--- src/rtl/pla_or_plane_ctrl_reg_pkg.sv ---
// Shared constants for the control PLA output half: term/control-bit indices and the default OR-plane mask.
package pla_ctrl_pkg;

    localparam int NTERMS = 6;
    localparam int NOUT   = 10;
    localparam int ERRW   = 8;
    localparam int HITW   = $clog2(NTERMS + 1);

    // Product-term indices (AND-plane line order)
    localparam int T_R    = 0;
    localparam int T_LW   = 1;
    localparam int T_SW   = 2;
    localparam int T_BEQ  = 3;
    localparam int T_ADDI = 4;
    localparam int T_J    = 5;

    // Control-word bit positions
    localparam int C_REGDST    = 9;
    localparam int C_ALUSRC    = 8;
    localparam int C_MEMTOREG  = 7;
    localparam int C_REGWRITE  = 6;
    localparam int C_MEMREAD   = 5;
    localparam int C_MEMWRITE  = 4;
    localparam int C_BRANCH    = 3;
    localparam int C_JUMP      = 2;
    localparam int C_ALUOP_HI  = 1;
    localparam int C_ALUOP_LO  = 0;

    // Row t occupies bits [t*NOUT +: NOUT]; term0 (R-type) is the least significant row.
    localparam logic [NTERMS*NOUT-1:0] ORMASK_DEFAULT =
        {10'h004, 10'h140, 10'h009, 10'h110, 10'h1E0, 10'h242};

endpackage

--- src/rtl/pla_or_plane_ctrl_reg_if.sv ---
// Pipeline-side bundle of the control PLA output stage: decoded terms and pipeline controls in, ID/EX fields out.
interface pla_or_plane_ctrl_reg_if;
    import pla_ctrl_pkg::*;

    logic              in_valid;
    logic [NTERMS-1:0] in_terms;
    logic              stall;
    logic              flush;
    logic              err_clr;
    logic [NOUT-1:0]   ctrl_q;
    logic              valid_q;
    logic              illegal_q;
    logic              multi_q;
    logic [ERRW-1:0]   err_cnt;

    modport master (
        output in_valid, in_terms, stall, flush, err_clr,
        input  ctrl_q, valid_q, illegal_q, multi_q, err_cnt
    );

    modport slave (
        input  in_valid, in_terms, stall, flush, err_clr,
        output ctrl_q, valid_q, illegal_q, multi_q, err_cnt
    );
endinterface

--- src/rtl/pla_or_plane_ctrl_reg_orp.sv ---
// Combinational OR plane: one OR column per control bit plus a popcount of active product terms.
module pla_or_plane
    import pla_ctrl_pkg::*;
#(
    parameter int                          P_NTERMS = NTERMS,
    parameter int                          P_NOUT   = NOUT,
    parameter logic [P_NTERMS*P_NOUT-1:0]  P_ORMASK = ORMASK_DEFAULT
) (
    input  logic [P_NTERMS-1:0]          terms,
    output logic [P_NOUT-1:0]            or_word,
    output logic [$clog2(P_NTERMS+1)-1:0] nterms_hit
);

    for (genvar gi = 0; gi < P_NOUT; gi++) begin : g_col
        logic [P_NTERMS-1:0] col;
        for (genvar gt = 0; gt < P_NTERMS; gt++) begin : g_tap
            assign col[gt] = P_ORMASK[gt*P_NOUT + gi];
        end
        assign or_word[gi] = |(terms & col);
    end

    always_comb begin
        nterms_hit = '0;
        for (int t = 0; t < P_NTERMS; t++) begin
            nterms_hit = nterms_hit + {{($clog2(P_NTERMS+1)-1){1'b0}}, terms[t]};
        end
    end

endmodule

--- src/rtl/pla_or_plane_ctrl_reg.sv ---
// ID/EX register for the main-decoder control word with illegal/multi-hit flags and a saturating fault counter.
// Optional PLA_MULTIHIT_CHECK_EN: multi-term hits load a bubble, raise multi_q and count as faults.
module pla_or_plane_ctrl_reg
    import pla_ctrl_pkg::*;
(
    input  logic                      clk,
    input  logic                      reset,
    pla_or_plane_ctrl_reg_if.slave    bus
);

    logic [NOUT-1:0]   or_word;
    logic [HITW-1:0]   nterms_hit;
    logic [NTERMS-1:0] terms_gated;

    logic [NOUT-1:0] ctrl_d,    ctrl_q;
    logic            valid_d,   valid_q;
    logic            illegal_d, illegal_q;
    logic            multi_d,   multi_q;
    logic [ERRW-1:0] err_d,     err_q;

    // Gating here keeps X on idle term lines out of the plane entirely.
    assign terms_gated = bus.in_valid ? bus.in_terms : '0;

    pla_or_plane #(
        .P_NTERMS (NTERMS),
        .P_NOUT   (NOUT),
        .P_ORMASK (ORMASK_DEFAULT)
    ) u_or_plane (
        .terms      (terms_gated),
        .or_word    (or_word),
        .nterms_hit (nterms_hit)
    );

    logic load;
    logic hit_none;
    logic hit_multi;
    logic fault;

    always_comb begin
        load      = !bus.flush && !bus.stall;
        hit_none  = (nterms_hit == '0);
        hit_multi = (nterms_hit > HITW'(1));

        ctrl_d    = ctrl_q;
        valid_d   = valid_q;
        illegal_d = illegal_q;
        multi_d   = multi_q;
        fault     = 1'b0;

        if (bus.flush) begin
            ctrl_d    = '0;
            valid_d   = 1'b0;
            illegal_d = 1'b0;
            multi_d   = 1'b0;
        end else if (load) begin
            valid_d   = bus.in_valid;
            illegal_d = bus.in_valid && hit_none;
            multi_d   = 1'b0;
            ctrl_d    = bus.in_valid ? or_word : '0;
            fault     = bus.in_valid && hit_none;
`ifdef PLA_MULTIHIT_CHECK_EN
            if (bus.in_valid && hit_multi) begin
                ctrl_d  = '0;
                multi_d = 1'b1;
                fault   = 1'b1;
            end
`endif
        end

        // Clear has priority over an increment in the same cycle.
        err_d = err_q;
        if (bus.err_clr) begin
            err_d = '0;
        end else if (fault && (err_q != {ERRW{1'b1}})) begin
            err_d = err_q + ERRW'(1);
        end
    end

    always_ff @(posedge clk or posedge reset) begin
        if (reset) begin
            ctrl_q    <= '0;
            valid_q   <= 1'b0;
            illegal_q <= 1'b0;
            multi_q   <= 1'b0;
            err_q     <= '0;
        end else begin
            ctrl_q    <= ctrl_d;
            valid_q   <= valid_d;
            illegal_q <= illegal_d;
            multi_q   <= multi_d;
            err_q     <= err_d;
        end
    end

    assign bus.ctrl_q    = ctrl_q;
    assign bus.valid_q   = valid_q;
    assign bus.illegal_q = illegal_q;
    assign bus.multi_q   = multi_q;
    assign bus.err_cnt   = err_q;

    logic unused_hit_multi;
    assign unused_hit_multi = hit_multi;

endmodule

--- src/flat_wrapper.sv ---
// flat-port wrapper written by rule: the top's interface ports become plain ports
module pla_or_plane_ctrl_reg_flat import pla_ctrl_pkg::*;
  (clk, reset, bus_in_valid, bus_in_terms, bus_stall, bus_flush, bus_err_clr, bus_ctrl_q, bus_valid_q, bus_illegal_q, bus_multi_q, bus_err_cnt);
  pla_or_plane_ctrl_reg_if bus_i ();
  input  logic clk;
  input  logic reset;
  input wire logic [$bits(bus_i.in_valid)-1:0] bus_in_valid;
  input wire logic [$bits(bus_i.in_terms)-1:0] bus_in_terms;
  input wire logic [$bits(bus_i.stall)-1:0] bus_stall;
  input wire logic [$bits(bus_i.flush)-1:0] bus_flush;
  input wire logic [$bits(bus_i.err_clr)-1:0] bus_err_clr;
  output wire logic [$bits(bus_i.ctrl_q)-1:0] bus_ctrl_q;
  output wire logic [$bits(bus_i.valid_q)-1:0] bus_valid_q;
  output wire logic [$bits(bus_i.illegal_q)-1:0] bus_illegal_q;
  output wire logic [$bits(bus_i.multi_q)-1:0] bus_multi_q;
  output wire logic [$bits(bus_i.err_cnt)-1:0] bus_err_cnt;
  assign bus_i.in_valid = bus_in_valid;
  assign bus_i.in_terms = bus_in_terms;
  assign bus_i.stall = bus_stall;
  assign bus_i.flush = bus_flush;
  assign bus_i.err_clr = bus_err_clr;
  assign bus_ctrl_q = bus_i.ctrl_q;
  assign bus_valid_q = bus_i.valid_q;
  assign bus_illegal_q = bus_i.illegal_q;
  assign bus_multi_q = bus_i.multi_q;
  assign bus_err_cnt = bus_i.err_cnt;
  pla_or_plane_ctrl_reg u_core (.clk(clk), .reset(reset), .bus(bus_i));
endmodule
--- config.mk ---
export PLATFORM = sky130hd
export DESIGN_NAME = pla_or_plane_ctrl_reg_flat
export DESIGN_NICKNAME = d
export VERILOG_FILES = /design/src/rtl/pla_or_plane_ctrl_reg_pkg.sv /design/src/rtl/pla_or_plane_ctrl_reg_if.sv /design/src/rtl/pla_or_plane_ctrl_reg_orp.sv /design/src/rtl/pla_or_plane_ctrl_reg.sv /design/src/flat_wrapper.sv
export SDC_FILE = /design/constraint.sdc
export NUM_CORES = 1
export LEC_CHECK = 0
export CAP_MARGIN = 5
export CORE_MARGIN = 2
export CORE_UTILIZATION = 38
export CTS_CLUSTER_DIAMETER = 200
export DETAILED_ROUTE_END_ITERATION = 16
export GPL_TIMING_DRIVEN = 0
export PLACE_DENSITY_LB_ADDON = 0.08
export SETUP_SLACK_MARGIN = 0.1
export SLEW_MARGIN = 10
export SYNTH_ARGS = -nofsm -noshare
export SYNTH_HDL_FRONTEND = slang
export SYNTH_SLANG_ARGS = --single-unit
--- constraint.sdc ---
create_clock -name clk -period 3.4 [get_ports clk]
set_input_delay 0.34 -clock clk [delete_from_list [all_inputs] [get_ports clk]]
set_output_delay 0.34 -clock clk [all_outputs]
set_load 0.005 [all_outputs]
Word level (Yosys, flattened, before mapping)
Index checks and enable logic that the tools add are counted.
{ "totals": {"output_inout_bits": 21, "in_bits": 12, "register_bits": 21} }
{ "op_classes": {"n_mux": 14, "n_eq_ne": 1, "add_sub_neg": 6, "n_reduce_logical": 10} }
{ "op_table": {"columns": ["op", "count"], "rows": [
  ["$mux W10", 3],
  ["$mux W8", 2],
  ["$add A3 B1 Y3", 4],
  ["$add A8 B1 Y8 const B", 1],
  ["$mux W1", 8],
  ["$ne A8 B8 Y1 const B", 1],
  ["$mux W6", 1],
  ["$reduce_or A3 Y1", 2],
  ["$reduce_bool A2 Y1", 2],
  ["$logic_and A1 B1 Y1", 3],
  ["$logic_not A3 Y1", 1],
  ["$add A1 B1 Y2", 1],
  ["$logic_not A1 Y1", 2]
]} }

Logic depth before layout (Yosys ltp)
Gate-level depths: netlist of run 1.
{ "logic_depth": {"ltp_word": 13, "ltp_mapped": 14, "depth_no_buf": 12} }

By module
A second synthesis of run 1 with hierarchy kept.
{ "hier_totals": {"hier_cells": 141, "area_unflattened_um2": 1244.9} }
{ "by_module_without_submodules": {"columns": ["module", "n_inst", "cells_each", "area_each_um2", "seq_area_each_um2"], "rows": [
  ["pla_or_plane_ctrl_reg", 1, 118, 1057.3, 500.5],
  ["pla_or_plane", 1, 23, 187.7, 0.0]
]} }

Worst setup path after synthesis of run 1
Ideal clock, no wire load.
{ "synth_timing": {"kind": "input-to-reg", "startpoint": "input bus_in_valid", "endpoint": "register u_core.err_q[3] (netlist: u_core.bus.err_cnt[3])", "t_arrival_ns": 3.150, "path_stages": 14, "setup_ns": 0.078, "path_buffers": 2, "required_time_ns": 3.322, "setup_slack_ns": 0.172, "path_cell_list": "buf_2 nand2_1 inv_1 ha_1 inv_1 fa_1 fa_1 inv_1 fa_1 nor2_1 o211ai_2 buf_6 or3_1 a21oi_1"} }
{ "synth_between": {"elab_chain_cells": 12} }
{ "synth_lines": {"columns": ["item", "line", "text"], "rows": [
  ["from (decl)", "flat_wrapper.sv:7", "input wire logic [$bits(bus_i.in_valid)-1:0] bus_in_valid;"],
  ["$mux W6", "pla_or_plane_ctrl_reg.sv:22", "assign terms_gated = bus.in_valid ? bus.in_terms : '0;"],
  ["$add A1 B1 Y2", "pla_or_plane_ctrl_reg_orp.sv:25", "nterms_hit = nterms_hit + {{($clog2(P_NTERMS+1)-1){1'b0}}, terms[t]};"],
  ["$add A3 B1 Y3 (4 in series)", "pla_or_plane_ctrl_reg_orp.sv:25", null],
  ["$logic_not A3 Y1", "pla_or_plane_ctrl_reg.sv:41", "hit_none = (nterms_hit == '0);"],
  ["$logic_and A1 B1 Y1 *", "pla_or_plane_ctrl_reg.sv:60", "fault = bus.in_valid && hit_none;"],
  ["$mux W1 *", "pla_or_plane_ctrl_reg.sv:55", "end else if (load) begin"],
  ["$mux W1 *", "pla_or_plane_ctrl_reg.sv:50", "if (bus.flush) begin"],
  ["$logic_and A1 B1 Y1 *", "pla_or_plane_ctrl_reg.sv:74", "end else if (fault && (err_q != {ERRW{1'b1}})) begin"],
  ["$reduce_bool A2 Y1 (no source line) *", null, null],
  ["to (signal assigned)", "pla_or_plane_ctrl_reg.sv:91", "err_q <= err_d;"],
  ["to (decl)", "pla_or_plane_ctrl_reg.sv:19", "logic [ERRW-1:0] err_d, err_q;"]
]} }
Every way passes the cells marked *; elsewhere a longest branch is shown, timed or not.
A chain may end at the register's enable or synchronous reset.

Worst setup path after layout of run 1
{ "layout_timing": {"startpoint": "input bus_in_valid", "endpoint": "register u_core.err_q[0] (netlist: u_core.bus.err_cnt[0])"} }
The elaborated chain is that of the path after synthesis.

==> summary.txt, run 1 <==
Die
  – Initial Utilization: 0.4001
  – Die Span Y: 54.84 um
  – Core region area: 0.002455 mm^2
  – DIE WIDTH: 54.84 um
  – Rows: 18
  – I/O pin cnt: 33
  – Die area: 0.003007 mm^2

Global routing
  – First-pass GRT wire length: 3339 um
  – Antenna violations before repair: 0
  – Maximum number of pins on one net before global-route repair: 18
  – Gr ovfl total: 0
  – Vias in the first global route: 776
  – GRT Overall Usage: 0.1575

Yosys
  – FF+latch count, synth: 17
  – Sequential fraction of the synthesis area: 0.4331
  – Synthesized cell area: 982.2 um^2
  – Ys flop type: dfrtp_1
  – Unique masters post-synth: 26
  – Synth Instances: 106
  – Post-synth ARST share: 1.000
  – Synthesis Warnings: 0
  – Synth Net Count: 124
  – Post-synth EDFFs: 0
  – Avg Cell Area, Syn: 9.266 um^2

STA
  – Slew Limit Fails: 0
  – Setup WS post-layout: 0.3765 ns
  – WHS: 0.2359 ns
  – Fmax: 330.7 MHz
  – Final hold violations: 0
  – Finish-stage setup viols: 0
  – Final worst path period share: 0.8893
  – Headroom to the max-slew limit: 0.5441
  – Minimum clock period: 3.024 ns
  – Worst Tran Pin Value: 0.6830 ns
  – Unrepaired setup endpoints after global routing: false
  – Post-route clock skew: 0.004201 ns

Flow run
  – Max-Cap Viols: 0

Placement
  – Setup WS pre-CTS: -0.3299 ns
  – Post-DP HPWL: 1514 um
  – Buffers on Ports: 27
  – Routability Congestion: 0.7214

Clock network
  – TritonCTS clock tree: yes
  – Hold_buf cts: 0
  – CTS Buf Count: 3
  – Clk pin slew, worst setup/hold paths: 0.10 ns
  – Clock buffer depth: 2
  – Clock latency on the worst-skew pair: 0.29 ns
  – H-tree levels: 1
  – Root Buffer: clkbuf_4
  – TritonCTS Sinks: 17

Power
  – Design Power: 410.3 uW
  – Power per cell area: 297.9 mW/mm^2
  – P_leak: 0.0006361 uW
  – Peak supply drop: 222.8 uV

Critical path
  – CP Data Required Time: 3.58 ns
  – Crit path cell chain: buf_2, nand2_2, inv_1, ha_1, inv_2, fa_1, fa_2, inv_2, fa_1, nor2_2, o211ai_2, buf_6, buf_2, buf_4, xor2_1, nor2_1
  – Critical path's largest stage delay: 0.48 ns
  – Crit path buffers/inverters: 7
  – Slowest CP cell: fa_1
  – CP endpoint kind: flip-flop
  – Crit Path Category: in2reg
  – Top delay family on crit path: adder cells
  – Worst EP arrival: 3.20 ns
  – Crit path max fanout: 10
  – Worst Setup Start Kind: input port

Routing
  – Initial DRC Count: 8
  – Vias per cell: 5.058
  – Via count: 875
  – Total Wirelength: 2137 um
  – Initial DRT Pass Iterations: 4
  – Post-route ant nets: 0
  – Routed length per instance: 12.35 um
  – # DRC: 0

Layout
  – Area of the multi-input gates: 464.2 um^2
  – Nets: 162
  – N_diodes: 0
  – Layout cells sized above 1: 0.1748
  – Syn-to-layout area delta: 40.25%
  – Filler cells: 237
  – Register area: 425.4 um^2

Hold path
  – Worst hold path type: in2reg

Run status
  – Status: complete, no violations
[layout make-up]
cell class / instances / area share
flip-flops and latches: 17 / 0.3088
inverters: 8 / 0.02180
plain buffers: 10 / 0.05540
multi-input cells: 71 / 0.3370
well taps: 30 / 0.02725
clock buffers: 4 / 0.01907
repair buffers: 33 / 0.2307
[repair_timing]
action	in CTS	in global routing
setup buffers	1	5
gates resized for setup	2	8
pin swaps	3	5
setup endpoints to repair	5	6
[cells in the final DEF (no fill, tap or decap), drive strengths merged]
master / count
clkdlybuf4s50: 25
dfrtp: 17
nor2: 16
buf: 15
a21oi: 13
nand2: 9
inv: 8
clkbuf: 5
nand3: 4
o31ai: 4
o21ai: 3
or3: 3
or4: 3
ha: 3
fa: 3
mux2i: 2
dlymetal6s2s: 2
nand4: 1
and4bb: 1
o211ai: 1
a32o: 1
nand2b: 1
nand3b: 1
xor2: 1
conb: 1
[worst paths after layout]
kind	start	endpoint	slack [ns]	cells after the start
max in group asynchronous	reset	u_core.bus.ctrl_q[1]$_DFFE_PP0P_	2.53	2
max	bus_in_valid	u_core.bus.err_cnt[0]$_DFFE_PP0P_	0.38	16
min in group asynchronous	reset	u_core.bus.err_cnt[0]$_DFFE_PP0P_	0.44	2
min reg2reg	u_core.bus.ctrl_q[2]$_DFFE_PP0P_	u_core.bus.ctrl_q[2]$_DFFE_PP0P_	0.52	2
min	bus_flush	u_core.bus.ctrl_q[6]$_DFFE_PP0P_	0.24	2
max reg2reg	u_core.bus.err_cnt[0]$_DFFE_PP0P_	u_core.bus.err_cnt[0]$_DFFE_PP0P_	1.63	8
[synth_stat cells, types with 3 or more instances]
cell      n  area (um^2)
nor2_1   16        60.06
or4_1     3        22.52
o31ai_1   4        30.03
buf_6     3        33.78
nand3_1   4        20.02
or3_1     3        18.77
a21oi_1  13        65.06
nand2_1   9        33.78
o21ai_0   3        15.01
buf_4     4        30.03
dfrtp_1  17        425.4
ha_1      3        37.54
fa_1      3        60.06
inv_1     8        30.03
[report_power, final]
part / switching [uW] / internal [uW]
sequential: 3.62 / 208
clock: 66.1 / 45.7
combinational: 40.0 / 47.4
total: 110 / 301
[kinds of logic after synthesis]
group / after synthesis / synth area share
AO/OA/AOI/OAI: 22 / 0.1350
XOR/XNOR: 1 / 0.008919
adder cells (fa/ha/maj): 6 / 0.09937
multiplexers: 2 / 0.02038
other: 1 / 0.003818
AND/OR/NAND/NOR: 39 / 0.1911
flip-flops: 17 / 0.4331
buffers and inverters: 18 / 0.1083
[per-layer routing]
metal  part of all wire  GRT usage  wire [um]
met5                  0          0          0
met4             0.0070    0.02500         15
met2               0.50     0.2857       1079
met3              0.068    0.06557        146
met1               0.42     0.1718        894
[registers in the layout (all words and copies together) (netlist names)]
name                  flops
u_core.bus.illegal_q      1
u_core.bus.ctrl_q         7
u_core.bus.valid_q        1
u_core.bus.err_cnt        8
[per-stage QoR]
stage               cells  instance area [um^2]  setup TNS [ns]    util
CTS                   168                  1329               0  0.5413
detailed placement    163                  1290          -1.846  0.5255
finish                173                  1378               0  0.5612
floorplan             106                 982.2               0       -
global route          173                  1378               0  0.5612
global placement      163                  1290          -1.314  0.5255
Note: power is estimated with default switching activity, not from simulation.
==> run 2: changes to the inputs <==
==> constraint.sdc (replaced) <==
create_clock -name clk -period 3.6 [get_ports clk]
set_input_delay 0.36 -clock clk [delete_from_list [all_inputs] [get_ports clk]]
set_output_delay 0.36 -clock clk [all_outputs]
set_load 0.005 [all_outputs]
==> run 2 against run 1 <==
Clock-buffer cell count unchanged. Clock power is 5% lower. Sequential power decreased by 6%. Via count is 2.5% lower. Critical path type unchanged. Largest power group unchanged.
==> summary.txt, run 2 (synthesis results as in run 1) <==
Run status
  – Status: complete, no violations (unchanged)

Power
  – Power per cell area: 285.5 mW/mm^2 (was 297.9 mW/mm^2)
  – Peak supply drop: 208.3 uV (was 222.8 uV)
  – P_leak: 0.0005963 uW (was 0.0006361 uW)

Global routing
  – GRT Overall Usage: 0.1575 (unchanged)
  – GRT Max-Usage Layer: met2 (unchanged)
  – Vias in the first global route: 775 (was 776)
  – Antenna violations before repair: 0 (unchanged)
  – First-pass GRT wire length: 3346 um (was 3339 um)
  – Gr ovfl total: 0 (unchanged)
  – GR Util met3: 0.06557 (unchanged)
  – GR Util met2: 0.2837 (was 0.2857)
  – Met1 GRT Util: 0.1735 (was 0.1718)
  – Maximum number of pins on one net before global-route repair: 18 (unchanged)

Clock network
  – TritonCTS Sinks: 17 (unchanged)
  – Clk pin slew, worst setup/hold paths: 0.10 ns (about the same)
  – Clock latency on the worst-skew pair: 0.29 ns (about the same)
  – Root Buffer: clkbuf_4 (unchanged)
  – TritonCTS clock tree: yes (unchanged)
  – H-tree levels: 1 (unchanged)
  – CTS Buf Count: 3 (unchanged)
  – Clock buffer depth: 2 (unchanged)
  – Hold_buf cts: 0 (unchanged)

Critical path
  – Crit Path Category: in2reg (unchanged)
  – Worst EP arrival: 3.57 ns (was 3.20 ns)
  – Crit path max fanout: 10 (unchanged)
  – CP Data Required Time: 3.82 ns (was 3.58 ns)
  – Worst Setup Start Kind: input port (unchanged)
  – CP endpoint kind: flip-flop (unchanged)

Flow run
  – Max-Cap Viols: 0 (unchanged)

Placement
  – Buffers on Ports: 27 (unchanged)
  – Routability Congestion: 0.7214 (unchanged)
  – DP Cell Count: 163 (unchanged)
  – Post-DP HPWL: 1514 um (unchanged)
  – DP Area: 0.001290 mm^2 (unchanged)

Die
  – Core region area: 0.002455 mm^2 (unchanged)
  – Initial Utilization: 0.4001 (unchanged)
  – Die area: 0.003007 mm^2 (unchanged)
  – Die Span Y: 54.84 um (unchanged)
  – DIE WIDTH: 54.84 um (unchanged)
  – Rows: 18 (unchanged)
  – I/O pin cnt: 33 (unchanged)

Layout
  – Max FFs per register: 8 (unchanged)
  – Layout cells sized above 1: 0.1095 (was 0.1748)
  – Nets: 156 (was 162)
  – Final Cell Area: 0.001325 mm^2 (was 0.001378 mm^2)
  – Filler cells: 243 (was 237)
  – Post-route insts no fill: 167 (was 173)
  – Register area: 425.4 um^2 (unchanged)
  – Most frequent cells in the layout: clkdlybuf4s50_1, dfrtp_1, nor2_1 (unchanged)
  – Leading cell type in the layout, fill and taps excluded: clkdlybuf4s50_1 (unchanged)
  – Syn-to-layout area delta: 34.90% (was 40.25%)
  – Area of the multi-input gates: 459.2 um^2 (was 464.2 um^2)
  – N_diodes: 0 (unchanged)

Routing
  – Post-route ant nets: 0 (unchanged)
  – Initial DRT Pass Iterations: 5 (was 4)
  – Total Wirelength: 2093 um (was 2137 um)
  – Initial DRC Count: 15 (was 8)
  – Vias per cell: 5.108 (was 5.058)
  – Routed length per instance: 12.53 um (was 12.35 um)
  – # DRC: 0 (unchanged)
  – Via count: 853 (was 875)

STA
  – Headroom to the max-slew limit: 0.5410 (was 0.5441)
  – Finish-stage setup viols: 0 (unchanged)
  – Fmax: 299.1 MHz
  – Worst Tran Pin Value: 0.6877 ns (was 0.6830 ns)
  – Final worst path period share: 0.9287
  – Slew Limit Fails: 0 (unchanged)
  – Final hold violations: 0 (unchanged)
  – Minimum clock period: 3.343 ns
  – Post-route clock skew: 0.002113 ns (was 0.004201 ns)
  – Unrepaired setup endpoints after global routing: false (unchanged)

Hold path
  – Worst hold path type: in2reg (unchanged)
## run 2: path summary, 6_finish.rpt
check / start / to / slack, ns / cells past startpoint
worst max-delay path: bus_in_terms[1] / u_core.bus.err_cnt[3]$_DFFE_PP0P_ / 0.26 / 14
worst min-delay path: bus_flush / u_core.bus.ctrl_q[6]$_DFFE_PP0P_ / 0.25 / 2
worst max register to register: u_core.bus.err_cnt[0]$_DFFE_PP0P_ / u_core.bus.err_cnt[3]$_DFFE_PP0P_ / 1.93 / 6
worst min register to register: u_core.bus.ctrl_q[2]$_DFFE_PP0P_ / u_core.bus.ctrl_q[2]$_DFFE_PP0P_ / 0.52 / 2
max in group asynchronous: reset / u_core.bus.ctrl_q[1]$_DFFE_PP0P_ / 2.71 / 2
min in group asynchronous: reset / u_core.bus.illegal_q$_DFFE_PP0P_ / 0.46 / 2
## run 2: critical path: stages
cell and delay, ns:
clkdlybuf4s50_1 0.42, nand2_1 0.11, inv_1 0.05, ha_1 0.26, inv_1 0.04, fa_1 0.47
fa_1 0.41, inv_1 0.08, fa_1 0.41, nor2_2 0.13, o211ai_2 0.14, buf_6 0.17
or3_1 0.35, a21oi_1 0.14
## run 2: stage by stage
stage	total power [uW]	setup TNS, ns	setup slack [ns]	util	hold WS, ns
floorplan	244.8	0	0.3519	-	0.2861
global placement	274.3	-0.2552	-0.08767	0.5255	0.5031
detailed placement	275.7	-0.5868	-0.1499	0.5255	0.5072
CTS	384.1	0	0.1581	0.5362	0.2390
global route	399.7	0	0.1177	0.5398	0.2436
finish	378.2	0	0.2567	0.5398	0.2539
## run 2: metal layers
layer / up-vias / wire length [um]
met2: 29 / 1080
met4: 0 / 15
met5: - / 0
li1: 417 / -
met3: 2 / 141
met1: 405 / 856
## run 2: timing repair
item	4_1_cts	5_1_grt
setup endpoints to repair	0	6
buffers inserted	0	0
resized for setup	0	3
endpoints found under the hold margin	0	0
## run 2: area by class of cell
cell class,count,area share
Buffer,10,0.05760
Inverter,8,0.02266
Clock buffer,4,0.01983
Timing Repair Buffer,27,0.2040
Tap cell,30,0.02833
Multi-Input combinational cell,71,0.3466
Sequential cell,17,0.3211
## run 2: power breakdown
group | total [uW] | switching [uW] | internal [uW]
Sequential | 199 | 3.42 | 196
Combinational | 73.1 | 35.5 | 37.7
Clock | 106 | 62.5 | 43.1
